File: src/rtl/xif_offload_issuer.sv
// Offload issuer: forwards one instruction at a time to an X-interface coprocessor,
// commits it, and optionally waits (bounded) for its result to write back.
module xif_offload_issuer #(
    parameter int unsigned X_ID_WIDTH = 4,
    parameter int unsigned TIMEOUT    = 1024
) (
    input  logic                  clk_i,
    input  logic                  rst_ni,
    input  logic                  off_valid_i,
    output logic                  off_ready_o,
    input  logic [31:0]           off_instr_i,
    input  logic [31:0]           off_rs1_i,
    input  logic [31:0]           off_rs2_i,
    input  logic [X_ID_WIDTH-1:0] off_id_i,
    input  logic                  off_kill_i,
    output logic                  issue_valid_o,
    input  logic                  issue_ready_i,
    input  logic                  issue_accept_i,
    input  logic                  issue_writeback_i,
    output logic [31:0]           issue_instr_o,
    output logic [63:0]           issue_rs_o,
    output logic [X_ID_WIDTH-1:0] issue_id_o,
    output logic                  commit_valid_o,
    output logic                  commit_kill_o,
    output logic [X_ID_WIDTH-1:0] commit_id_o,
    input  logic                  result_valid_i,
    output logic                  result_ready_o,
    input  logic [X_ID_WIDTH-1:0] result_id_i,
    input  logic [31:0]           result_data_i,
    input  logic [4:0]            result_rd_i,
    input  logic                  result_we_i,
    output logic                  wb_valid_o,
    output logic [4:0]            wb_rd_o,
    output logic [31:0]           wb_data_o,
    output logic                  illegal_o,
    output logic                  timeout_o,
    output logic                  busy_o
);

    localparam logic [15:0] CntLast = 16'(TIMEOUT - 1);

    typedef enum logic [1:0] {StIdle, StIssue, StCommit, StWaitRes} state_e;

    state_e                state_q, state_d;
    logic [31:0]           instr_q, instr_d, rs1_q, rs1_d, rs2_q, rs2_d;
    logic [X_ID_WIDTH-1:0] id_q, id_d;
    logic                  kill_pending_q, kill_pending_d;
    logic                  expect_res_q, expect_res_d;
    logic [15:0]           cnt_q, cnt_d;
    logic                  wb_valid_q, wb_valid_d;
    logic [4:0]            wb_rd_q, wb_rd_d;
    logic [31:0]           wb_data_q, wb_data_d;
    logic                  kill_now;
    logic                  res_match;

    assign kill_now  = kill_pending_q | off_kill_i;
    assign res_match = result_valid_i && (result_id_i == id_q);

    always_comb begin
        state_d        = state_q;
        instr_d        = instr_q;
        rs1_d          = rs1_q;
        rs2_d          = rs2_q;
        id_d           = id_q;
        kill_pending_d = kill_pending_q;
        expect_res_d   = expect_res_q;
        cnt_d          = cnt_q;
        wb_valid_d     = 1'b0;
        wb_rd_d        = wb_rd_q;
        wb_data_d      = wb_data_q;
        off_ready_o    = 1'b0;
        issue_valid_o  = 1'b0;
        commit_valid_o = 1'b0;
        commit_kill_o  = 1'b0;
        result_ready_o = 1'b0;
        illegal_o      = 1'b0;
        timeout_o      = 1'b0;
        unique case (state_q)
            StIdle: begin
                off_ready_o = 1'b1;
                if (off_valid_i) begin
                    instr_d        = off_instr_i;
                    rs1_d          = off_rs1_i;
                    rs2_d          = off_rs2_i;
                    id_d           = off_id_i;
                    kill_pending_d = 1'b0;
                    expect_res_d   = 1'b0;
                    state_d        = StIssue;
                end
            end
            StIssue: begin
                issue_valid_o = 1'b1;
                if (off_kill_i) kill_pending_d = 1'b1;
                if (issue_ready_i) begin
                    if (issue_accept_i) begin
                        expect_res_d = issue_writeback_i;
                        state_d      = StCommit;
                    end else begin
                        // A flushed instruction being rejected is not an error.
                        illegal_o = ~kill_now;
                        state_d   = StIdle;
                    end
                end
            end
            StCommit: begin
                commit_valid_o = 1'b1;
                commit_kill_o  = kill_now;
                if (kill_now || !expect_res_q) begin
                    state_d = StIdle;
                end else begin
                    cnt_d   = '0;
                    state_d = StWaitRes;
                end
            end
            StWaitRes: begin
                result_ready_o = 1'b1;
                // A match beats a timeout landing in the same cycle.
                if (res_match) begin
                    state_d    = StIdle;
                    wb_valid_d = result_we_i;
                    if (result_we_i) begin
                        wb_rd_d   = result_rd_i;
                        wb_data_d = result_data_i;
                    end
                end else if (cnt_q == CntLast) begin
                    timeout_o = 1'b1;
                    state_d   = StIdle;
                end else begin
                    cnt_d = cnt_q + 16'd1;
                end
            end
            default: state_d = StIdle;
        endcase
    end

    always_ff @(posedge clk_i or negedge rst_ni) begin
        if (!rst_ni) begin
            state_q        <= StIdle;
            instr_q        <= '0;
            rs1_q          <= '0;
            rs2_q          <= '0;
            id_q           <= '0;
            kill_pending_q <= 1'b0;
            expect_res_q   <= 1'b0;
            cnt_q          <= '0;
            wb_valid_q     <= 1'b0;
            wb_rd_q        <= '0;
            wb_data_q      <= '0;
        end else begin
            state_q        <= state_d;
            instr_q        <= instr_d;
            rs1_q          <= rs1_d;
            rs2_q          <= rs2_d;
            id_q           <= id_d;
            kill_pending_q <= kill_pending_d;
            expect_res_q   <= expect_res_d;
            cnt_q          <= cnt_d;
            wb_valid_q     <= wb_valid_d;
            wb_rd_q        <= wb_rd_d;
            wb_data_q      <= wb_data_d;
        end
    end

    assign issue_instr_o = instr_q;
    assign issue_rs_o    = {rs2_q, rs1_q};
    assign issue_id_o    = id_q;
    assign commit_id_o   = id_q;
    assign wb_valid_o    = wb_valid_q;
    assign wb_rd_o       = wb_rd_q;
    assign wb_data_o     = wb_data_q;
    assign busy_o        = (state_q != StIdle);

endmodule

File: config.mk
export PLATFORM = sky130hd
export DESIGN_NAME = xif_offload_issuer
export DESIGN_NICKNAME = d
export VERILOG_FILES = /design/src/rtl/xif_offload_issuer.sv
export SDC_FILE = /design/constraint.sdc
export NUM_CORES = 1
export LEC_CHECK = 0
export ABC_AREA = 1
export BUFFER_PORTS_ARGS = -buffer_cell sky130_fd_sc_hd__buf_2
export CORE_ASPECT_RATIO = 0.7
export CORE_MARGIN = 1
export CORE_UTILIZATION = 47
export DETAILED_ROUTE_END_ITERATION = 12
export HOLD_SLACK_MARGIN = 0.15
export PLACE_DENSITY = 0.8
export SYNTH_ARGS = -nofsm -noshare
export SYNTH_HDL_FRONTEND = slang
export SYNTH_SLANG_ARGS = --single-unit
export TNS_END_PERCENT = 30
File: constraint.sdc
create_clock -name clk_i -period 2.33 [get_ports clk_i]
set_input_delay 0.3495 -clock clk_i [delete_from_list [all_inputs] [get_ports clk_i]]
set_output_delay 0.3495 -clock clk_i [all_outputs]
set_load 0.02 [all_outputs]
==> impl_metrics.csv, run 1 <==
group,metric,value,unit
outcome,status,"completed",
min_path,hold_class,"primary input to flip-flop",
floorplan,fp.coreArea,0.0134,sq mm
synth,yosys.area_share.simple,0.335,
synth,synth_xor_area_frac,0.00923,
setup_path,worst_r2r_path_depth,9,
timing,hold_viol,0,
power,power.leakage,5.79,nW
synth,synthMuxAreaShare,0,
placed_design,gp_congestion,0.895,
setup_path,r2r_start,"commit_id_o[3]$_DFFE_PN0P_",
synth,ys_ff_latch,158,
routing,drt-initial-drc-count,452,
timing,setup_violations,0,
routing,drt_pass1_iterations,5,
setup_path,cp-end-kind,"output pin",
cts,numCtsBuffers,17,
setup_path,crit_chain,"ha_1, nand2_2, nor3_2, nand4_1, nor2_1, buf_2",
timing,min_period_over_period,0.917,
global_routing,grt_pass1_wl,34000,um
routing,via_count,6975,
global_routing,antenna_found_initial,1,
cts,clk_latency,410,ps
routing,avgRoutedWirePerCell,15.5,um
floorplan,num_rows,35,
setup_path,cp-start-kind,"flip-flop",
setup_path,crit_arrival,1790,ps
timing,relSlewSlack,0.564,
cells_and_area,nFillCells,913,
synth,yosysUniqueCellTypes,30,
timing,period_minus_slack,2140,ps
synth,synth_edf_count,0,
cells_and_area,fin_util,0.754,
placed_design,dpl.hpwl,12900,um
timing,max_freq,0.468,GHz
cts,cts.htree.levels,4,
synth,async_reset_ff_frac,1.00,
routing,wl,22000,um
floorplan,fp.dieArea,0.0146,sq mm
placed_design,port_buffers,299,
cells_and_area,finalNetCount,1373,
min_path,holdPathStages,3,
cts,root_buffer,"clkbuf_16",
setup_path,critPathKind,"flip-flop to output pin",
synth,synth_top_family_by_area,"simple AND/OR/NAND/NOR gates",
cts,clkTransAtPathRegs,70,ps
timing,setup_tns,0,ps
cts,clockBufferDepth,2,
global_routing,grtUsageTotal,0.306,
power,power_per_cell_area,1200,mW/mm^2
cells_and_area,layout-drive-gt1-share,0.294,
floorplan,die_w,144,um
floorplan,initial_utilization,0.494,
synth,avgSynthCellArea,8.29,sq um
timing,worstMarginPinSlew,653,ps
setup_path,worst_path_max_delay_cell,"dfrtp_1",
timing,clock_skew,9.24,ps
synth,yosys_warnings,0,
min_path,whs_endpoint,"issue_instr_o[31]$_DFFE_PN0P_",
global_routing,grt_max_degree,105,
routing,viasPerCell,4.91,
cts,cts_tree,"built",
routing,drc_errors,0,
synth,syn_area,0.00664,sq mm
synth,syn-num-nets,952,
cts,post_cts.repair.setup_buffers,0,
routing,antenna_left,0,
flow_run,drv_cap,0,
cts,cts_sinks,158,
synth,synth.yosys.seq_area_share,0.596,
floorplan,dieHeight,101,um
timing,rsz0062_at_grt,"no",
setup_path,critPathRequiredTime,1980,ps
setup_path,crit_fanout,6,
power,ir_worst_vdd,0.750,mV
setup_path,cp_slowest_stage_delay,430,ps
global_routing,grt-ovfl-total,0,
global_routing,grt_pass1_vias,6880,
setup_path,reg2reg_to,"wb_data_o[11]$_DFFE_PN0P_",
synth,synth_cells,801,
setup_path,rrSetupSlack,350,ps
synth,synth_fa_ha_area_frac,0.00188,
synth,ys.flop_type,"dfrtp_1",
min_path,min_from,"off_instr_i[31]",
timing,drv_slew,0,
floorplan,io_pins,300,
synth,synth_compound_area_frac,0.0104,
cells_and_area,area_growth,52.8,%
timing,whs,162,ps
-- Yosys cell counts (all sizes together), types with 3 or more instances --
master / number / share of area
o21ai: 6 / 0.0045
or2: 3 / 0.0028
buf: 27 / 0.028
xor2: 6 / 0.0079
nand3: 19 / 0.016
clkbuf: 7 / 0.0040
inv: 27 / 0.015
a21oi: 3 / 0.0023
dfrtp: 158 / 0.60
nor3: 3 / 0.0023
nand2: 486 / 0.28
nand4: 9 / 0.0094
nor2: 40 / 0.026
-- how the worst max path moves through the flow --
stage	start	end	depth (start not counted)
6_report	cnt_q[0]$_DFFE_PN0P_	timeout_o	6
2_1_floorplan	cnt_q[0]$_DFFE_PN0P_	timeout_o	5
3_3_place_gp	result_id_i[3]	wb_data_o[19]$_DFFE_PN0P_	11
3_5_place_dp	result_id_i[3]	wb_data_o[11]$_DFFE_PN0P_	11
4_1_cts	cnt_q[0]$_DFFE_PN0P_	timeout_o	6
5_1_grt	cnt_q[0]$_DFFE_PN0P_	timeout_o	6
-- per-stage QoR --
step / setup slack [ps] / instance area [sq um] / power [mW] / cells
global route: 42.7 / 10100 / 12.9 / 1420
detailed placement: 412 / 8300 / 9.26 / 1261
global placement: 528 / 8300 / 9.13 / 1261
floorplan: 501 / 6640 / 7.45 / 801
CTS: 66.8 / 10100 / 12.1 / 1418
finish: 192 / 10100 / 12.2 / 1421
-- cells in the final DEF, fill, tap and decap left out, drive strengths merged, types with 2 or more instances in the layout --
cell	instances
o21ai	6
clkbuf	18
or2	3
nand2	486
buf	309
a21oi	3
nor2	40
clkinvlp	4
inv	33
dfrtp	158
nor3	3
diode	2
xor2	6
dlygate4sd3	127
clkinv	3
nand4	9
nand3	19
-- critical path: cells and delay by family (launching register included) --
| family | cells | cell delay, ps |
|---|---|---|
| flip-flops | 1 | 430 |
| adder cells (fa/ha/maj) | 1 | 250 |
| AND/OR/NAND/NOR | 4 | 530 |
| buffers and inverters | 1 | 180 |
-- state kept, by name (all words and copies together), names as in the netlist --
| register | count |
|---|---|
| cnt_q | 16 |
| commit_id_o | 4 |
| expect_res_q | 1 |
| issue_instr_o | 32 |
| kill_pending_q | 1 |
| rs1_q | 32 |
| rs2_q | 32 |
| state_q | 2 |
| wb_data_o | 32 |
| wb_rd_o | 5 |
| wb_valid_o | 1 |
-- repair_timing --
item	4_1_cts	5_1_grt
resized for setup	0	1
hold buffers	126	1
hold endpoints to repair	181	1
endpoints found under the setup margin	0	1
-- report_power, final --
part	internal, mW	total [mW]	leakage (nW)	switching (mW)
logic	1.64	5.10	3.50	3.46
clock network	1.49	2.65	0.262	1.16
registers	3.82	4.47	2.03	0.649
-- kinds of logic (layout without fill, tap and decap cells) --
group / after synthesis / after routing
xor gates and xnor gates: 7 / 7
other: 0 / 2
and+or+nand+nor: 561 / 561
adders and majority gates: 1 / 1
DFF: 158 / 158
AOI/OAI and AO/OA: 12 / 12
buffers and inverters: 62 / 495
-- area by class of cell --
cell class	instances	area [sq um]	area share
Clock buffer	18	429	0.0423
Antenna cell	2	5.00	0.000493
Multi-Input combinational cell	581	2370	0.234
Timing Repair Buffer	436	2910	0.287
Tap cell	185	231	0.0228
Clock inverter	13	133	0.0131
Sequential cell	158	3950	0.390
Inverter	28	105	0.0104
-- per-layer routing --
| metal | vias to the layer above | global-route usage | wire length, um |
|---|---|---|---|
| li1 | 3277 | - | - |
| met1 | 3251 | 0.365 | 8760 |
| met2 | 366 | 0.516 | 10600 |
| met3 | 81 | 0.0823 | 1700 |
| met4 | 0 | 0.155 | 919 |
| met5 | - | 0 | 0 |
Power figures use the tool's default switching activity.
==> run 2, diff against run 1 <==
CORE_UTILIZATION = 45   (was 47)
MAX_ROUTING_LAYER = met4   (was default)
PLACE_DENSITY = 0.77   (was 0.8)
==> run 2 against run 1 <==
Total power increased by 1.9%. Via count about the same. Non-clock buffer count grew 6. Hold slack improved by 1.1 ps. Maximum frequency is 1.7% lower. Flip-flop and latch count unchanged. Cell area grew 0.95%. Count of clock-buffer cells in the layout shrank 1. Clock skew up 1.5 ps. Critical path depth is the same.
==> impl_metrics.csv, run 2 (synthesized netlist as in run 1, its figures left out) <==
group,metric,value,unit
outcome,status,"completed",
cts,root_buffer,"clkbuf_16",
cts,cts_tree,"built",
cells_and_area,finalNetCount,1379,
global_routing,grt_busiest_layer,"met2",
floorplan,fp.coreArea,0.0141,sq mm
timing,drv_slew,0,
timing,min_period_over_period,0.934,
timing,setup_tns,0,ps
placed_design,port_buffers,299,
setup_path,cp-start-kind,"flip-flop",
floorplan,num_rows,36,
cells_and_area,layout-drive-gt1-share,0.295,
power,power,12.5,mW
global_routing,grt_pass1_vias,7156,
cells_and_area,fin_util,0.724,
cts,clk_latency,420,ps
timing,hold_viol,0,
cells_and_area,final_common_cell,"nand2_1",
flow_run,drv_cap,0,
setup_path,critPathKind,"flip-flop to output pin",
routing,drc_errors,0,
timing,relSlewSlack,0.654,
cts,post_cts.repair.setup_buffers,0,
timing,max_freq,0.460,GHz
floorplan,initial_utilization,0.469,
floorplan,fp.dieArea,0.0153,sq mm
global_routing,grtUsageTotal,0.312,
setup_path,critPathRequiredTime,1980,ps
cts,clkTransAtPathRegs,60,ps
global_routing,grt_max_degree,92,
setup_path,rrSetupSlack,460,ps
timing,period_minus_slack,2180,ps
routing,drt_pass1_iterations,5,
global_routing,grt_pass1_wl,36100,um
timing,rsz0062_at_grt,"no",
floorplan,die_w,147,um
cts,cts_sinks,158,
routing,wl,22200,um
cts,clockBufferDepth,2,
placed_design,dp.cells,1267,
cells_and_area,stdcell_count,1432,
placed_design,dpl.hpwl,13000,um
floorplan,dieHeight,104,um
timing,clock_skew,10.7,ps
routing,viasPerCell,4.87,
global_routing,met1_usage,0.381,
routing,drt-initial-drc-count,400,
global_routing,grtUsageMet3,0.0709,
min_path,hold_class,"primary input to flip-flop",
routing,via_count,6980,
timing,worstMarginPinSlew,518,ps
global_routing,grt-ovfl-total,0,
cts,numCtsBuffers,17,
power,ir_worst_vdd,0.752,mV
power,power_per_cell_area,1220,mW/mm^2
timing,setup_violations,0,
floorplan,io_pins,300,
setup_path,crit_fanout,6,
cells_and_area,area_growth,54.2,%
cts,cts.htree.levels,4,
placed_design,gp_congestion,0.949,
cells_and_area,nFillCells,980,
global_routing,antenna_found_initial,1,
cells_and_area,design_area,0.0102,sq mm
placed_design,place_area,0.00829,sq mm
global_routing,grtUsageMet2,0.483,
power,power.leakage,5.84,nW
setup_path,cp-end-kind,"output pin",
cells_and_area,layout_common_cells,"482 x nand2_1, 298 x buf_2, 158 x dfrtp_1",
setup_path,crit_arrival,1830,ps
routing,antenna_left,0,
routing,avgRoutedWirePerCell,15.5,um
-- run 2: layout make-up --
type,instances,area [sq um],share of cell area
sequential,158,3950,0.386
timing repair buffer,442,2940,0.288
multi-input combinational,581,2370,0.232
clock buffer,17,425,0.0415
tap,190,238,0.0232
clock inverter,15,196,0.0192
inverter,28,105,0.0103
antenna,1,2.50,0.000244
-- run 2: metal layers --
metal	vias up	part of all wire
li1	3290	-
met1	3231	0.41
met2	381	0.47
met3	78	0.072
met4	0	0.042
met5	-	0
-- run 2: per-stage QoR --
step | setup slack, ps | hold WS [ps]
after detailed placement | 499 | 320
after global placement | 547 | 312
after floorplan | 501 | 53.9
after CTS | 108 | 156
final | 155 | 163
after global routing | 43.6 | 163
-- run 2: final timing paths --
kind,cells past startpoint,to,from
min in group asynchronous,2,wb_data_o[0]$_DFFE_PN0P_,rst_ni
worst min-delay path,3,commit_id_o[3]$_DFFE_PN0P_,off_id_i[3]
worst max-delay path,6,timeout_o,cnt_q[0]$_DFFE_PN0P_
max in group asynchronous,3,rs2_q[15]$_DFFE_PN0P_,rst_ni
worst max register to register,9,cnt_q[0]$_DFFE_PN0P_,cnt_q[0]$_DFFE_PN0P_
worst min register to register,2,issue_instr_o[23]$_DFFE_PN0P_,issue_instr_o[23]$_DFFE_PN0P_
-- run 2: worst max-delay path, stage by stage, from the launching register on --
cell and delay (ps):
dfrtp_1 420, ha_1 250, nand2_2 110, nor3_2 200
nand4_1 100, nor2_1 130, buf_2 190
-- run 2: repair_timing --
| action | CTS | global route |
|---|---|---|
| hold buffers | 132 | 0 |
| endpoints found under the hold margin | 173 | 0 |
| endpoints found under the setup margin | 0 | 1 |
| gates resized for setup | 0 | 1 |
-- run 2: power by group --
| group | switching [mW] | internal (mW) | total [mW] |
|---|---|---|---|
| clock | 1.21 | 1.72 | 2.93 |
| combinational | 3.44 | 1.63 | 5.07 |
| sequential | 0.633 | 3.82 | 4.45 |
==> run 3, diff against run 2 <==
SETUP_SLACK_MARGIN = 0.2   (was default)
==> run 3 against run 2 <==
Sequential power hardly changed. Critical endpoint unchanged. Flip-flop and latch count stayed put. Highest routed layer unchanged. Worst setup slack better by 94 ps. Clock skew hardly changed. Clock power hardly changed.
==> impl_metrics.csv, run 3 (synthesized netlist as in run 1, its figures left out) <==
group,metric,value,unit
outcome,status,"completed",
setup_path,crit_chain,"ha_4, nand2_4, nor3_4, nand4_1, nor2_2, buf_6",
routing,via_count,7013,
setup_path,worst_r2r_path_depth,11,
setup_path,cp_top_family,"simple AND/OR/NAND/NOR gates",
cells_and_area,design_area,0.0103,sq mm
timing,hold_viol,0,
global_routing,grt_max_degree,92,
timing,setup_tns,0,ps
floorplan,dieHeight,104,um
min_path,hold_class,"primary input to flip-flop",
power,power.share.switching,0.424,
routing,viasPerCell,4.89,
flow_run,drv_cap,0,
cells_and_area,layout-drive-gt1-share,0.300,
setup_path,rrSetupSlack,500,ps
routing,highest_layer,"met4",
global_routing,grtUsageTotal,0.313,
timing,max_freq,0.480,GHz
power,power.leakage,5.88,nW
floorplan,initial_utilization,0.469,
routing,drc_errors,0,
timing,min_period_over_period,0.893,
placed_design,place_ws,499,ps
floorplan,num_rows,36,
cells_and_area,seqCellArea,0.00396,sq mm
routing,wl_met3,1600,um
floorplan,die_w,147,um
setup_path,crit_fanout,4,
setup_path,cp_slowest_stage_delay,440,ps
floorplan,io_pins,300,
cells_and_area,area_growth,55.1,%
min_path,min_from,"off_id_i[3]",
timing,clock_skew,11.0,ps
global_routing,antenna_found_initial,1,
min_path,holdPathStages,3,
placed_design,place_area,0.00829,sq mm
power,power.switching,5.29,mW
setup_path,worst_path_max_delay_cell,"dfrtp_1",
routing,avgRoutedWirePerCell,15.6,um
timing,setup_violations,0,
setup_path,critPathRequiredTime,1980,ps
routing,drt-met1-wl,9160,um
cts,numCtsBuffers,17,
setup_path,path_buf_inv,1,
global_routing,grt_pass1_vias,7172,
placed_design,port_buffers,299,
cts,cts_tree,"built",
power,power.internal,7.19,mW
timing,worstMarginPinSlew,516,ps
setup_path,critPathKind,"flip-flop to output pin",
timing,relSlewSlack,0.656,
setup_path,cp-start-kind,"flip-flop",
power,clkPwrFrac,0.235,
power,p_seq_frac,0.357,
setup_path,cp-end-kind,"output pin",
cells_and_area,multi_input_area,0.00240,sq mm
cts,clk_latency,420,ps
timing,rsz0062_at_grt,"yes",
routing,antenna_left,0,
setup_path,r2r_start,"commit_id_o[2]$_DFFE_PN0P_",
floorplan,fp.coreArea,0.0141,sq mm
cts,cts_sinks,158,
cells_and_area,finalNetCount,1382,
cts,cts.htree.levels,4,
routing,drt_pass1_iterations,5,
cts,clkTransAtPathRegs,60,ps
placed_design,dpl.hpwl,13000,um
floorplan,fp.dieArea,0.0153,sq mm
cts,root_buffer,"clkbuf_16",
setup_path,reg2reg_to,"wb_data_o[25]$_DFFE_PN0P_",
power,ir_worst_vdd,0.751,mV
global_routing,grt_pass1_wl,36100,um
timing,fin_ws,249,ps
global_routing,grt-ovfl-total,0,
routing,wl,22400,um
routing,met2_length,10600,um
cells_and_area,fin_util,0.728,
setup_path,crit_arrival,1730,ps
cells_and_area,nFillCells,972,
cells_and_area,final_common_cell,"nand2_1",
power,power_frac_comb,0.409,
min_path,whs_endpoint,"commit_id_o[3]$_DFFE_PN0P_",
cts,clockBufferDepth,2,
timing,drv_slew,0,
placed_design,gp_congestion,0.949,
power,power_per_cell_area,1210,mW/mm^2
routing,drt-initial-drc-count,488,
cells_and_area,layout_common_cells,"482 x nand2_1, 297 x buf_2, 156 x dfrtp_1",
timing,period_minus_slack,2080,ps
[run 3: worst max path at each step]
stage,startpoint,to,slack [ps],cells past startpoint
finish,cnt_q[1]$_DFFE_PN0P_,timeout_o,250,6
CTS,cnt_q[1]$_DFFE_PN0P_,timeout_o,240,6
detailed placement,cnt_q[0]$_DFFE_PN0P_,cnt_q[0]$_DFFE_PN0P_,500,9
floorplan,cnt_q[0]$_DFFE_PN0P_,timeout_o,500,5
global placement,cnt_q[0]$_DFFE_PN0P_,cnt_q[0]$_DFFE_PN0P_,550,9
global route,cnt_q[1]$_DFFE_PN0P_,timeout_o,200,6
[run 3: per-layer routing]
metal,track usage,vias to the layer above
li1,-,3294
met1,0.381,3269
met2,0.484,368
met3,0.0705,82
met4,0.169,0
met5,-,-
[run 3: metrics by stage]
stage | power [mW] | hold slack, ps | instances
finish | 12.5 | 164 | 1435
global route | 13.2 | 163 | 1435
CTS | 12.4 | 156 | 1432
detailed placement | 9.23 | 320 | 1267
global placement | 9.13 | 312 | 1267
floorplan | 7.45 | 53.9 | 801
[run 3: worst min-delay path, stage by stage]
cell	delay [ps]
buf_2	70
nand2_1	40
o21ai_0	70
[run 3: what timing repair did]
item	4_1_cts	5_1_grt
hold endpoints to repair	173	0
buffers inserted	1	2
hold buffers	132	0
resized for setup	2	8
pin swaps	0	3
endpoints found under the setup margin	1	1
[run 3: final cells by class]
cell class              instances  area share
flip-flops and latches        158       0.384
repair buffers                445       0.289
multi-input cells             581       0.233
clock buffers                  17      0.0413
well taps                     190      0.0231
clock inverters                15      0.0191
inverters                      28      0.0102
diodes                          1    0.000243
[run 3: power by group through the flow]
stage / clock [mW] / combinational, mW / sequential (mW)
after floorplan: 0 / 1.76 / 5.69
after global placement: 0 / 4.73 / 4.40
after detailed placement: 0 / 4.81 / 4.41
after CTS: 2.98 / 5.00 / 4.39
after global routing: 3.11 / 5.54 / 4.56
final: 2.93 / 5.10 / 4.45
